### src/rtl/out_hex_display.sv
`default_nettype none
// ============================================================================
//  Module   : out_hex_display
//  Purpose  : Latches the CPU Out word on a write strobe and shows it as four
//             hex digits on a time-multiplexed, common-anode 7-segment
//             display (active-low anodes, segments and decimal point).
//  Revision : 1.0  initial release
// ============================================================================
module out_hex_display #(
  parameter int REFRESH_DIV = 50000,  // sclk cycles each digit stays enabled
  parameter bit LEAD_BLANK  = 1'b1    // 1 = blank leading zero digits 3..1
) (
  input  logic        sclk,
  input  logic        rst,
  input  logic [15:0] out_data,
  input  logic        out_we,
  output logic [15:0] value,
  output logic [3:0]  an,
  output logic [6:0]  seg,
  output logic        dp
);

  // Divider width never drops below one bit, even for REFRESH_DIV = 1.
  localparam int              DIV_W    = (REFRESH_DIV > 1) ? $clog2(REFRESH_DIV) : 1;
  localparam logic [DIV_W-1:0] DIV_LAST = DIV_W'(REFRESH_DIV - 1);
  localparam logic [6:0]      SEG_OFF  = 7'b1111111;

  // Hex digit to active-low segment pattern, ordered {g,f,e,d,c,b,a}.
  function automatic logic [6:0] decode(input logic [3:0] nib);
    logic [6:0] s;
    case (nib)
      4'h0:    s = 7'b1000000;
      4'h1:    s = 7'b1111001;
      4'h2:    s = 7'b0100100;
      4'h3:    s = 7'b0110000;
      4'h4:    s = 7'b0011001;
      4'h5:    s = 7'b0010010;
      4'h6:    s = 7'b0000010;
      4'h7:    s = 7'b1111000;
      4'h8:    s = 7'b0000000;
      4'h9:    s = 7'b0010000;
      4'hA:    s = 7'b0001000;
      4'hB:    s = 7'b0000011;
      4'hC:    s = 7'b1000110;
      4'hD:    s = 7'b0100001;
      4'hE:    s = 7'b0000110;
      default: s = 7'b0001110;
    endcase
    return s;
  endfunction

  logic [15:0]      value_q, value_d;
  logic             upd_q,   upd_d;
  logic [DIV_W-1:0] div_cnt_q, div_cnt_d;
  logic [1:0]       idx_q,   idx_d;
  logic [3:0]       an_q,    an_d;
  logic [6:0]       seg_q,   seg_d;
  logic             dp_q,    dp_d;

  logic [3:0]       nib_sel;
  logic [3:0]       blank;

  // Capture the CPU word on every strobed edge; upd flips on each capture so
  // the digit-0 decimal point shows that a new write has arrived.
  always_comb begin
    value_d = value_q;
    upd_d   = upd_q;
    if (out_we) begin
      value_d = out_data;
      upd_d   = ~upd_q;
    end
  end

  // Refresh divider and digit index; the index steps when the divider wraps.
  always_comb begin
    div_cnt_d = div_cnt_q + 1'b1;
    idx_d     = idx_q;
    if (div_cnt_q == DIV_LAST) begin
      div_cnt_d = '0;
      idx_d     = idx_q + 2'd1;
    end
  end

  // Leading-zero blanking: a digit is dark when it and every higher nibble
  // are zero. Digit 0 always stays lit so a zero word still shows "0".
  always_comb begin
    blank    = 4'b0000;
    blank[3] = LEAD_BLANK && (value_q[15:12] == 4'h0);
    blank[2] = blank[3]   && (value_q[11:8]  == 4'h0);
    blank[1] = blank[2]   && (value_q[7:4]   == 4'h0);
  end

  // Select the nibble for the digit currently being scanned.
  always_comb begin
    case (idx_q)
      2'd0:    nib_sel = value_q[3:0];
      2'd1:    nib_sel = value_q[7:4];
      2'd2:    nib_sel = value_q[11:8];
      default: nib_sel = value_q[15:12];
    endcase
  end

  // Next display drive is built from the state held after the previous edge,
  // so a capture shows up on the pins one edge later.
  always_comb begin
    an_d  = ~(4'b0001 << idx_q);
    seg_d = blank[idx_q] ? SEG_OFF : decode(nib_sel);
    dp_d  = (idx_q == 2'd0) ? ~upd_q : 1'b1;
  end

  // State and output registers; reset wins over any pending strobe.
  always_ff @(posedge sclk) begin
    if (rst) begin
      value_q   <= 16'h0000;
      upd_q     <= 1'b0;
      div_cnt_q <= '0;
      idx_q     <= 2'd0;
      an_q      <= 4'b1111;
      seg_q     <= SEG_OFF;
      dp_q      <= 1'b1;
    end else begin
      value_q   <= value_d;
      upd_q     <= upd_d;
      div_cnt_q <= div_cnt_d;
      idx_q     <= idx_d;
      an_q      <= an_d;
      seg_q     <= seg_d;
      dp_q      <= dp_d;
    end
  end

  assign value = value_q;
  assign an    = an_q;
  assign seg   = seg_q;
  assign dp    = dp_q;

endmodule
`default_nettype wire

### config.mk
export PLATFORM = sky130hd
export DESIGN_NAME = out_hex_display
export DESIGN_NICKNAME = d
export VERILOG_FILES = /design/src/rtl/out_hex_display.sv
export SDC_FILE = /design/constraint.sdc
export NUM_CORES = 1
export LEC_CHECK = 0
export CORE_ASPECT_RATIO = 1.1
export CORE_MARGIN = 3
export CORE_UTILIZATION = 45
export CTS_BUF_LIST = sky130_fd_sc_hd__clkbuf_16
export CTS_CLUSTER_SIZE = 25
export DETAILED_ROUTE_END_ITERATION = 8
export DONT_BUFFER_PORTS = 1
export PLACE_DENSITY = 0.61
export SLEW_MARGIN = 0
export SYNTH_ARGS = -nofsm -noshare
export SYNTH_HDL_FRONTEND = slang
export SYNTH_SLANG_ARGS = --single-unit
### constraint.sdc
create_clock -name sclk -period 5.08 [get_ports sclk]
set_clock_uncertainty 0.2 [all_clocks]
set_input_delay 1.016 -clock sclk [delete_from_list [all_inputs] [get_ports sclk]]
set_output_delay 1.016 -clock sclk [all_outputs]
set_load 0.05 [all_outputs]
==> out/qor.txt <==
cts hold-fix bufs: 0
postcts setup bufs: 0
Total Nets Final: 252
Core ar.: 4440 sq um
Syn Area/Cell: 9.75 sq um
CTS resizes: 0
Routed Wire Length: 4370 um
initial antenna violation count: 0
first-pass GRT wire length: 7270 um
1st-iter DRT viols: 88
drt drc: 0
routed via count: 1,579
r2r endpoint: seg[3]$_SDFF_PP1_
Primary FF master, synth: dfxtp_1
Worst Hold Launch: upd_q$_SDFFE_PP0P_
worst-path fanout max: 6
Netlist cell types: 43
Cell Area, Synth: 2150 sq um
number of port buffers: 0
final-report max-slew violation count: 0
CTS tree: yes
r2r worst-path depth: 9
Final Wtd Congestion: 0.821
final core utilization: 52.2%
Hold Crit Class: reg2reg
count of final setup violators: 0
Post-synth EDFFs: 0
CTS Root Cell: clkbuf_16
critical path endpoint category: flip-flop
num rows: 25
Avg WL per Cell: 15.9 um
Fmax achieved: 376 MHz
Gate Count Post-Synth: 221
slack of the worst reg-to-reg path: 2.42 ns
VDD IR-drop max: 248 uV
synth-to-layout area growth: 7.55%
hold_ws: 0.226 ns
Die Span Y: 78.6 um
Starting Density: 48.5%
run status: finished clean
share of flip-flops with an asynchronous set or reset: 0%
Final Hold Fails: 0
die area: 5660 sq um
commonest non-fill, non-tap cell in the layout: dfxtp_1
#FFs+latches synth: 47
Pwr Density: 343 nW/um^2
GRT Total Usage: 16.1%
most frequent cells in the layout: dfxtp_1, nor2_1, mux2i_1
startpoint types: flip-flop
worst-margin pin slew: 0.872 ns
largest net degree at the start of global routing: 29
antenna viol nets, final: 0
Leak: 0.921 nW
drt pass-1 iters: 4
worst slack, placed: 2.48 ns
Worst Path Arrival: 2.66 ns
CP required: 5.08 ns
vias in the first global route: 1,488
clk_lat worst skew: 0.28 ns
clock tree sinks: 47
synthesized net count: 252
Longest Clk Path Bufs: 2
worst setup margin: 2.42 ns
Critical R2R Launch: idx_q[0]$_SDFFE_PP0N_
CTS Buf Count: 5
Antenna Cells: 0
RSZ-0062 raised after global routing: no
Clock transition at path regs: 0.06 ns
H-tree levels: 2
Crit Path Class: reg2reg
Fin Setup TNS: 0 ns
Top Ports: 47
crit path time final: 2.66 ns
vias per inst: 5.74
width of the die: 72.0 um
Hold Path Sink: dp$_SDFF_PP1_
fillers: 422
Synth Warn #: 0
remaining global-route overflow: 0
share of layout cells above drive strength 1: 6.33%
Seq/Total Area, Yosys: 43.7%
hold path depth: 1
Post-DP HPWL: 3230 um
max-capacitance violation count: 0
Final Cycle Share: 52.3%
Slew Limit Headroom: 41.9%
total power: 0.796 mW
[metal layers]
layer	GRT usage, %	vias up	share of wire [%]
met1	21.6	724	47
met4	5.64	0	0.80
met3	5.76	4	7.2
met2	23.7	60	45
met5	0	-	0
li1	-	791	-
[cells by family after synthesis]
| family | Yosys count | synth area share (%) |
|---|---|---|
| xor+xnor | 13 | 5.28 |
| simple gates | 79 | 19.6 |
| fa+ha+maj | 12 | 6.97 |
| compound gates | 32 | 11.1 |
| mux | 21 | 9.81 |
| buf+inv | 17 | 3.54 |
| flops | 47 | 43.7 |
[power breakdown]
| part | internal, mW | switching, mW |
|---|---|---|
| Sequential | 0.386 | 0.0613 |
| Clock | 0.177 | 0.124 |
| Combinational | 0.0239 | 0.0243 |
| Total | 0.586 | 0.210 |
[worst max path at each step]
stage                                from                 to  cells after the start  slack [ns]
floorplan           value[5]$_SDFFE_PP0P_  seg[0]$_SDFF_PP1_                      7        2.80
global placement    value[5]$_SDFFE_PP0P_  seg[3]$_SDFF_PP1_                      7        2.55
detailed placement  idx_q[0]$_SDFFE_PP0N_  seg[3]$_SDFF_PP1_                      9        2.48
CTS                 idx_q[0]$_SDFFE_PP0N_  seg[3]$_SDFF_PP1_                      9        2.45
global route        idx_q[0]$_SDFFE_PP0N_  seg[3]$_SDFF_PP1_                      9        2.17
finish              idx_q[0]$_SDFFE_PP0N_  seg[3]$_SDFF_PP1_                      9        2.42
[metrics by stage]
step	instances	area (sq um)
2_1_floorplan	221	2150
3_3_place_gp	268	2180
3_5_place_dp	268	2180
4_1_cts	275	2320
5_1_grt	275	2320
6_report	275	2320
[registers in the layout, indices dropped and copies added (netlist names)]
| name | cells |
|---|---|
| upd_q | 1 |
| seg | 7 |
| an | 4 |
| dp | 1 |
| idx_q | 2 |
| div_cnt_q | 16 |
| value | 16 |
[synthesized netlist by cell type (5+ instances only)]
master	number	share of area, %
xnor2_1	6	2.4
a21oi_1	6	1.4
clkbuf_1	5	0.87
dfxtp_1	47	44
nor2_1	33	5.7
nand2_1	6	1.0
ha_1	12	7.0
xor2_1	7	2.8
inv_1	9	1.6
a211oi_1	6	2.1
mux2i_1	20	9.3
nand3_1	7	1.6
nand4_1	5	1.5
[worst max-delay path: stages, from the launching register on]
cell      delay (ns)
dfxtp_1         0.35
inv_1           0.15
ha_1            0.32
a222oi_1        0.14
a21oi_1         0.47
inv_1           0.18
ha_1            0.34
a211oi_1        0.18
a211oi_1        0.06
o21ai_0         0.19
[area by class of cell]
| cell class | count | area (sq um) | area share (%) |
|---|---|---|---|
| multi-input cells | 157 | 1140 | 49.1 |
| flip-flops and latches | 47 | 941 | 40.6 |
| clock buffers | 5 | 125 | 5.40 |
| well taps | 54 | 67.6 | 2.92 |
| inverters | 10 | 37.5 | 1.62 |
| clock inverters | 2 | 8.76 | 0.378 |
(Power assumes the default switching activity.)
